### config.mk
export PLATFORM = sky130hd
export DESIGN_NAME = coefficient_store_ctrl
export DESIGN_NICKNAME = d
export VERILOG_FILES = /design/src/rtl/coefficient_store_ctrl.sv
export SDC_FILE = /design/constraint.sdc
export NUM_CORES = 1
export LEC_CHECK = 0
export CORE_MARGIN = 2
export CORE_UTILIZATION = 45
export CTS_BUF_LIST = sky130_fd_sc_hd__clkbuf_8
export CTS_CLUSTER_DIAMETER = 60
export DETAILED_ROUTE_END_ITERATION = 10
export GPL_ROUTABILITY_DRIVEN = 0
export GPL_TIMING_DRIVEN = 0
export MAX_ROUTING_LAYER = met4
export PLACE_DENSITY = 0.85
export SYNTH_ARGS = -nofsm -noshare
export SYNTH_HDL_FRONTEND = slang
export SYNTH_SLANG_ARGS = --single-unit
### constraint.sdc
create_clock -name clk -period 2.6 [get_ports clk]
set_input_delay 0.52 -clock clk [delete_from_list [all_inputs] [get_ports clk]]
set_output_delay 0.52 -clock clk [all_outputs]
set_load 0.01 [all_outputs]
### src/rtl/coefficient_store_ctrl.sv
// Responder side of the FIR coefficient-load handshake: captures each word,
// holds modwait for WRITE_CYCLES while it commits, and tracks set ordering.
module coefficient_store_ctrl #(
    parameter int DATA_W       = 16,
    parameter int WRITE_CYCLES = 2
) (
    input  logic              clk,
    input  logic              n_reset,
    input  logic              load_coeff,
    input  logic [1:0]        coefficient_num,
    input  logic [DATA_W-1:0] coeff_in,
    input  logic              sample_busy,
    output logic              modwait,
    output logic [DATA_W-1:0] f0_coeff,
    output logic [DATA_W-1:0] f1_coeff,
    output logic [DATA_W-1:0] f2_coeff,
    output logic [DATA_W-1:0] f3_coeff,
    output logic              coeff_set_valid,
    output logic              order_err,
    output logic              overrun_err
);

    typedef enum logic {
        S_IDLE,
        S_WRITE
    } state_t;

    localparam logic [3:0] CNT_LOAD = 4'(WRITE_CYCLES);

    state_t            r_state;
    state_t            w_state_nxt;
    logic              r_busy;
    logic [3:0]        r_cnt;
    logic [3:0]        w_cnt_nxt;
    logic [1:0]        r_idx;
    logic [DATA_W-1:0] r_data;
    logic [DATA_W-1:0] r_coeff [4];
    logic [1:0]        r_expected;
    logic              r_set_clean;
    logic              r_set_valid;
    logic              r_order_err;
    logic              r_overrun_err;

    logic              w_accept;
    logic              w_overrun;
    logic              w_commit;
    logic              w_in_order;

    assign modwait    = r_busy | sample_busy;
    assign w_accept   = load_coeff & ~modwait;
    assign w_overrun  = load_coeff & modwait;
    assign w_commit   = (r_state == S_WRITE) && (r_cnt == 4'd1);
    assign w_in_order = (coefficient_num == r_expected);

    // NOTE: every signal driven here gets a default first, so no path can
    // leave it unassigned and infer a latch.
    always_comb begin
        w_state_nxt = r_state;
        w_cnt_nxt   = r_cnt;
        case (r_state)
            S_IDLE: begin
                if (w_accept) begin
                    w_state_nxt = S_WRITE;
                    w_cnt_nxt   = CNT_LOAD;
                end
            end
            S_WRITE: begin
                if (r_cnt == 4'd1) begin
                    w_state_nxt = S_IDLE;
                    w_cnt_nxt   = 4'd0;
                end else begin
                    w_cnt_nxt = r_cnt - 4'd1;
                end
            end
            default: begin
                w_state_nxt = S_IDLE;
                w_cnt_nxt   = 4'd0;
            end
        endcase
    end

    // NOTE: sequential state uses non-blocking assignments so every register
    // samples pre-edge values regardless of statement order.
    always_ff @(posedge clk or negedge n_reset) begin
        if (!n_reset) begin
            r_state <= S_IDLE;
            r_busy  <= 1'b0;
            r_cnt   <= 4'd0;
        end else begin
            r_state <= w_state_nxt;
            r_busy  <= (w_state_nxt == S_WRITE);
            r_cnt   <= w_cnt_nxt;
        end
    end

    // NOTE: the slot registers feed the filter directly and must read zero
    // after reset, so they are reset like any other flop, not left as RAM.
    always_ff @(posedge clk or negedge n_reset) begin
        if (!n_reset) begin
            r_idx  <= 2'd0;
            r_data <= '0;
            for (int i = 0; i < 4; i++) begin
                r_coeff[i] <= '0;
            end
        end else begin
            if (w_accept) begin
                r_idx  <= coefficient_num;
                r_data <= coeff_in;
            end
            if (w_commit) begin
                r_coeff[r_idx] <= r_data;
            end
        end
    end

    // Index 0 always opens a fresh set; any other out-of-sequence index
    // taints the set until a clean 0..3 run completes.
    always_ff @(posedge clk or negedge n_reset) begin
        if (!n_reset) begin
            r_expected    <= 2'd0;
            r_set_clean   <= 1'b0;
            r_set_valid   <= 1'b0;
            r_order_err   <= 1'b0;
            r_overrun_err <= 1'b0;
        end else begin
            if (w_overrun) begin
                r_overrun_err <= 1'b1;
            end
            if (w_accept) begin
                r_expected <= coefficient_num + 2'd1;
                if (coefficient_num == 2'd0) begin
                    r_set_valid <= 1'b0;
                    r_set_clean <= 1'b1;
                end else if (!w_in_order) begin
                    r_order_err <= 1'b1;
                    r_set_clean <= 1'b0;
                end
            end
            if (w_commit && (r_idx == 2'd3) && r_set_clean) begin
                r_set_valid <= 1'b1;
                r_order_err <= 1'b0;
            end
        end
    end

    assign f0_coeff        = r_coeff[0];
    assign f1_coeff        = r_coeff[1];
    assign f2_coeff        = r_coeff[2];
    assign f3_coeff        = r_coeff[3];
    assign coeff_set_valid = r_set_valid;
    assign order_err       = r_order_err;
    assign overrun_err     = r_overrun_err;

endmodule

======== Yosys cells after proc, flatten, opt, wreduce, memory -nomap -nowiden ========
Index checks and enable logic that the tools add are counted.
Widths: inputs -> output; s select.
storage, ports and cells
  logic and storage cells ................. 58
  flip-flop bits (word level) ............. 93
operators by class
  bitwise logic cells ..................... 6
  reductions and logical operators ........ 10
  $add $sub $neg .......................... 2
  order comparisons ....................... 2
  multiplexer cells ....................... 18
  equality and inequality tests ........... 7
operators with widths
  kind                 count
  $bwmux 64            1
  $demux 16 s2         1
  $mux 16              1
  $mux 1               11
  $mux 4               2
  $pmux 4 s2           1
  $ne 2x1->1 const B   3
  $eq 4x1->1 const B   1
  $logic_and 1x1->1    4
  $reduce_and 2->1     2
  $reduce_bool 2->1    2
  $sub 4x1->4 const B  1
  $ge 3x3->1 const B   1
  $lt 3x1->1 const B   1
  $not 2->3            1
  $reduce_and 3->1     1
  $add 2x1->2 const B  1
  $and 1x1->1          2
  $eq 2x2->1           1
  $eq 2x2->1 const B   1
  $logic_not 2->1      1
  $ne 2x2->1 const B   1
  $not 1->1            2
  $pmux 1 s2           1
  $or 1x1->1           1

======== Logic depth before layout (Yosys ltp) ========
  depth after elaboration ................. 6
  depth in mapped cells ................... 7

======== Least setup slack after synthesis ========
Ideal clock, no wire load.
  path type ............................... register to register
  start ................................... reg r_cnt[1]
  end ..................................... reg r_coeff (netlist bit f3_coeff[10])
  arrival ................................. 1.635 ns
  cell stages (with the launch flop) ...... 8
  slack ................................... 0.840 ns
  setup time .............................. 0.125 ns
  period minus slack after synthesis ...... 1.760 ns
  cell sequence ........................... dfrtp_1 inv_1 ha_1 and4bb_4 and3_4 buf_12 buf_12 mux2_4
between the ends
  word-level cells in the longest chain between the ends .. 2
RTL lines
  item                             line  source
  from (decl)                      33    logic [3:0] r_cnt;
  from (signal assigned)           92    r_cnt <= w_cnt_nxt;
  $eq 4x1->1                       52    assign w_commit = (r_state == S_WRITE) && (r_cnt == 4'd1);
  $logic_and 1x1->1                52
  to (signal, indexed assignment)  111   r_coeff[r_idx] <= r_data;
  to (decl)                        37    logic [DATA_W-1:0] r_coeff [4];
No other way between the ends.
A chain may end at the register's enable or synchronous reset.

======== Worst setup path in the final report ========
  start ................................... in sample_busy
  end ..................................... out modwait
between the ends
  word-level cells in the longest chain between the ends .. 1
RTL lines
  item         line  source
  from (decl)  12    input logic sample_busy,
  $or 1x1->1   49    assign modwait = r_busy | sample_busy;
  to (decl)    13    output logic modwait,
No other way between the ends.

==> reports/results.txt <==
The flow ran to the end, and the final reports show no timing, DRC or antenna violations. Path class of the lowest-slack min-delay path: input pin to async pin. Adder-cell share of the synthesized area: 1.01%. After synthesis, the largest family of logic cells by area is multiplexers. At the later pin of the worst-skew pair, clock insertion delay measures 360 ps. In the routed layout, each cell is associated on average with a via count of 5.03. The synthesized netlist devotes 9.32% of its cell area to simple gates. After detailed routing, the average wire length per cell comes to 16.1 µm. 0 antenna diodes ended up in the layout.

The synthesized netlist devotes 0.469% of its cell area to XOR and XNOR gates. The starting utilization of the core area is 45.9%, and the layout cell share with drive strength beyond 1 is 26.1%. The sequential cells in the finished layout cover a total of 0.00233 mm².

The hold buffer count at cts was 0. The core region is 0.00813 mm². Traced cell by cell, the critical path runs through clkdlybuf4s50_1 > or2_2 > clkdlybuf4s50_1. TritonCTS created 9 clock buffers. TritonCTS built the clock tree. The maximum buffer depth of the clock tree was 2; the post-synthesis register bit count was 93.

The CTS root buffer was sky130_fd_sc_hd__clkbuf_8. In the synthesized netlist, mux cells make up 21.0% of the area. Global routing used 18.3% of the available tracks across all layers. In this run the worst path has a maximum fanout of 4. Summed over all failing endpoints, the final setup total negative slack is 0 ps.

Kind of end point of the critical path: a primary output. The tools report the area after detailed placement as 0.00478 mm². Number of global-route vias before repair: 2443.

In the layout the commonest cells are sky130_fd_sc_hd__dfrtp_1 (93), sky130_fd_sc_hd__clkdlybuf4s50_1 (88), sky130_fd_sc_hd__mux2_2 (57), sky130_fd_sc_hd__nand2_1 (56), sky130_fd_sc_hd__clkbuf_8 (10). The tools report the largest net degree at the start of global routing as 50. After routing the design area is 0.00495 mm². The logs give 0 for the final max-slew violation count and 645 for the number of inserted filler cells in the final layout. The die height was 95.1 µm.

Setup repair after global routing left no endpoint under its margin. The residual antenna-violating net count after detailed routing was 0; the static power due to leakage was 2.36 nW. During placement, the flow inserted port buffers numbering 89. Headroom to the max-slew limit came out at 61.1%.

90 I/O pins were placed. The synthesized design devotes to its leading area cell type 62.4% of total area. For the total number of yosys warnings, the log shows 0. Most frequent standard cell in the layout excluding fill and tap cells: sky130_fd_sc_hd__dfrtp_1.

The CTS sink count was 93; the first-pass GRT wire length was 12.1 mm. The area used by multi-input combinational logic came out at 0.00128 mm². After layout, the worst setup slack is 305 ps. Share of synthesized area occupied by flip-flops and latches: 62.4%. Once the clock tree was built, the resizer swapped 0 gates to a different size. The tools report the number of antenna violations at the first check in global routing as 0.

Counting every instance in the synthesized netlist gives 267. The design draws 5.33 mW. The logs give 0 for the final hold violation count and 0 for the post-CTS repair timing setup buffer count. Largest clock skew in the final design: 12.7 ps.

Clock-pin slew on the worst setup and hold paths: 90 ps. The post-synthesis cell type count came out at 31. The power per unit of standard cell area came out at 1080 mW/mm².

Post-synthesis cell type with the largest combined area: sky130_fd_sc_hd__dfrtp_1. The initialized floorplan defines 33 standard-cell rows. By area the synthesized netlist is led by sky130_fd_sc_hd__dfrtp_1 (62%), sky130_fd_sc_hd__mux2_2 (17%), sky130_fd_sc_hd__nand2_1 (5.6%), sky130_fd_sc_hd__mux2_4 (3.2%), sky130_fd_sc_hd__buf_12 (1.1%). The number of nets in the synthesized netlist is 292. After detailed routing, the number of remaining DRC violations is 0. Signal arrival time at the worst endpoint: 1770 ps. The fraction of the mapped netlist area in compound gates was 2.65%. The die extent in x was 95.1 µm. The H-tree generated during clock tree synthesis spans 3 levels. The net count of the finished layout is 393. The slew at the pin closest to its max-slew limit was 583 ps; the synthesis-to-layout area growth was 32.7%. Across the VDD grid, the largest voltage drop is 0.000636 V. The slowest stage of the critical path belongs to the cell sky130_fd_sc_hd__clkdlybuf4s50_1. Highest clock frequency the design can meet: 436 MHz.

Post-detailed-placement half-perimeter wirelength: 5.49 mm. Across all layers, the routed design uses 2401 vias. The final critical path takes up 88.3% of the cycle. The most numerous cell type found on the critical path is sky130_fd_sc_hd__clkdlybuf4s50_1. The synthesized netlist occupies a cell area of 0.00373 mm². The average instance area after synthesis works out to 14.0 µm².

The worst setup path is launched from an input pin. On the worst path, the slowest cell contributes a delay of 490 ps. After detailed routing, the total wire length is 7.68 mm. Summed over all layers, the global routing overflow is 0. For the number of violations of the max-capacitance limit, the log shows 0.

Prior to clock tree synthesis, the placed netlist has a worst setup slack of 291 ps. The first-pass iteration count of the detailed router is 4. The startpoint-to-endpoint class of the critical path was input pin to primary output. At the worst endpoint, the required time is 2080 ps.

The clock period could shrink to 2290 ps. Setup violations remaining at the end of the flow were counted as 0. For this block, the initial DRC count from the detailed router was 93. The die covers 0.00904 mm².
power breakdown:
group          internal, mW  switching [mW]
Clock                 0.370           0.492
Combinational          1.24           0.751
Sequential             2.02           0.452
cells in the mapped netlist:
cell                       count
sky130_fd_sc_hd__or3b_2        1
sky130_fd_sc_hd__and3_4        1
sky130_fd_sc_hd__xor2_1        2
sky130_fd_sc_hd__inv_1         7
sky130_fd_sc_hd__nor3_1        1
sky130_fd_sc_hd__a221oi_2      1
sky130_fd_sc_hd__and2b_1       1
sky130_fd_sc_hd__nor2_1        1
sky130_fd_sc_hd__nand3_1       1
sky130_fd_sc_hd__mux2i_1       2
sky130_fd_sc_hd__dfrtp_1      93
sky130_fd_sc_hd__a22o_2        1
sky130_fd_sc_hd__o21ai_0       7
sky130_fd_sc_hd__buf_12        2
sky130_fd_sc_hd__a21o_1        1
sky130_fd_sc_hd__o22ai_1       1
sky130_fd_sc_hd__ha_1          3
sky130_fd_sc_hd__nand2_2       1
sky130_fd_sc_hd__a22o_1        2
sky130_fd_sc_hd__or2_2         1
sky130_fd_sc_hd__nor2b_1       2
sky130_fd_sc_hd__mux2_2       57
sky130_fd_sc_hd__buf_2         1
sky130_fd_sc_hd__nand2_1      56
sky130_fd_sc_hd__nor3b_1       2
sky130_fd_sc_hd__buf_6         3
sky130_fd_sc_hd__a211oi_1      1
sky130_fd_sc_hd__mux2_4        8
sky130_fd_sc_hd__nand3b_4      2
sky130_fd_sc_hd__and4bb_4      1
sky130_fd_sc_hd__clkbuf_1      4
worst max-delay path, delay by kind of cell:
kind	cells	cell delay, ps
buffers and inverters	2	940
and+or+nand+nor	1	310
per-stage QoR:
stage / hold slack [ps] / utilization, % / cells
2_1_floorplan: 224 / - / 267
3_3_place_gp: 441 / 58.4 / 461
3_5_place_dp: 445 / 58.7 / 462
4_1_cts: 160 / 60.9 / 477
5_1_grt: 183 / 60.9 / 477
6_report: 152 / 60.9 / 477
cell families after synthesis:
family | Yosys count
compound gates | 14
simple gates | 71
buf+inv | 17
flops | 93
fa+ha+maj | 3
xor+xnor | 2
mux | 67
cell type report:
| cell class | count | share of cell area, % |
|---|---|---|
| tap | 105 | 2.65 |
| clock inverter | 5 | 0.733 |
| inverter | 7 | 0.531 |
| clock buffer | 10 | 2.78 |
| buffer | 10 | 1.89 |
| timing repair buffer | 90 | 18.5 |
| multi-input combinational | 157 | 25.9 |
| sequential | 93 | 47.0 |
final timing paths:
path	startpoint	endpoint	slack, ps	cells after the start
worst max register to register	r_cnt[1]	f3_coeff[8]	690	7
max in group asynchronous	n_reset	f0_coeff[5]	1810	2
worst min-delay path	n_reset	f3_coeff[11]	150	1
worst min register to register	overrun_err	overrun_err	460	1
min in group clk	overrun_err	overrun_err	460	1
worst max-delay path	sample_busy	modwait	310	3
registers in the layout, summed over array words and instances (netlist names):
register         cells
r_expected           2
r_cnt                4
r_set_clean          1
f3_coeff            16
r_idx                2
overrun_err          1
f1_coeff            16
r_data              16
f0_coeff            16
coeff_set_valid      1
r_busy               1
f2_coeff            16
order_err            1
layer usage:
metal  track usage, %  part of all wire [%]  vias to the layer above
li1                 -                     -                     1108
met1             24.0                    45                     1216
met2             28.5                    49                       64
met3             3.24                   3.8                       13
met4             7.49                   1.9                        0
met5                -                     0                        -
Note: power is estimated with default switching activity, not from simulation.
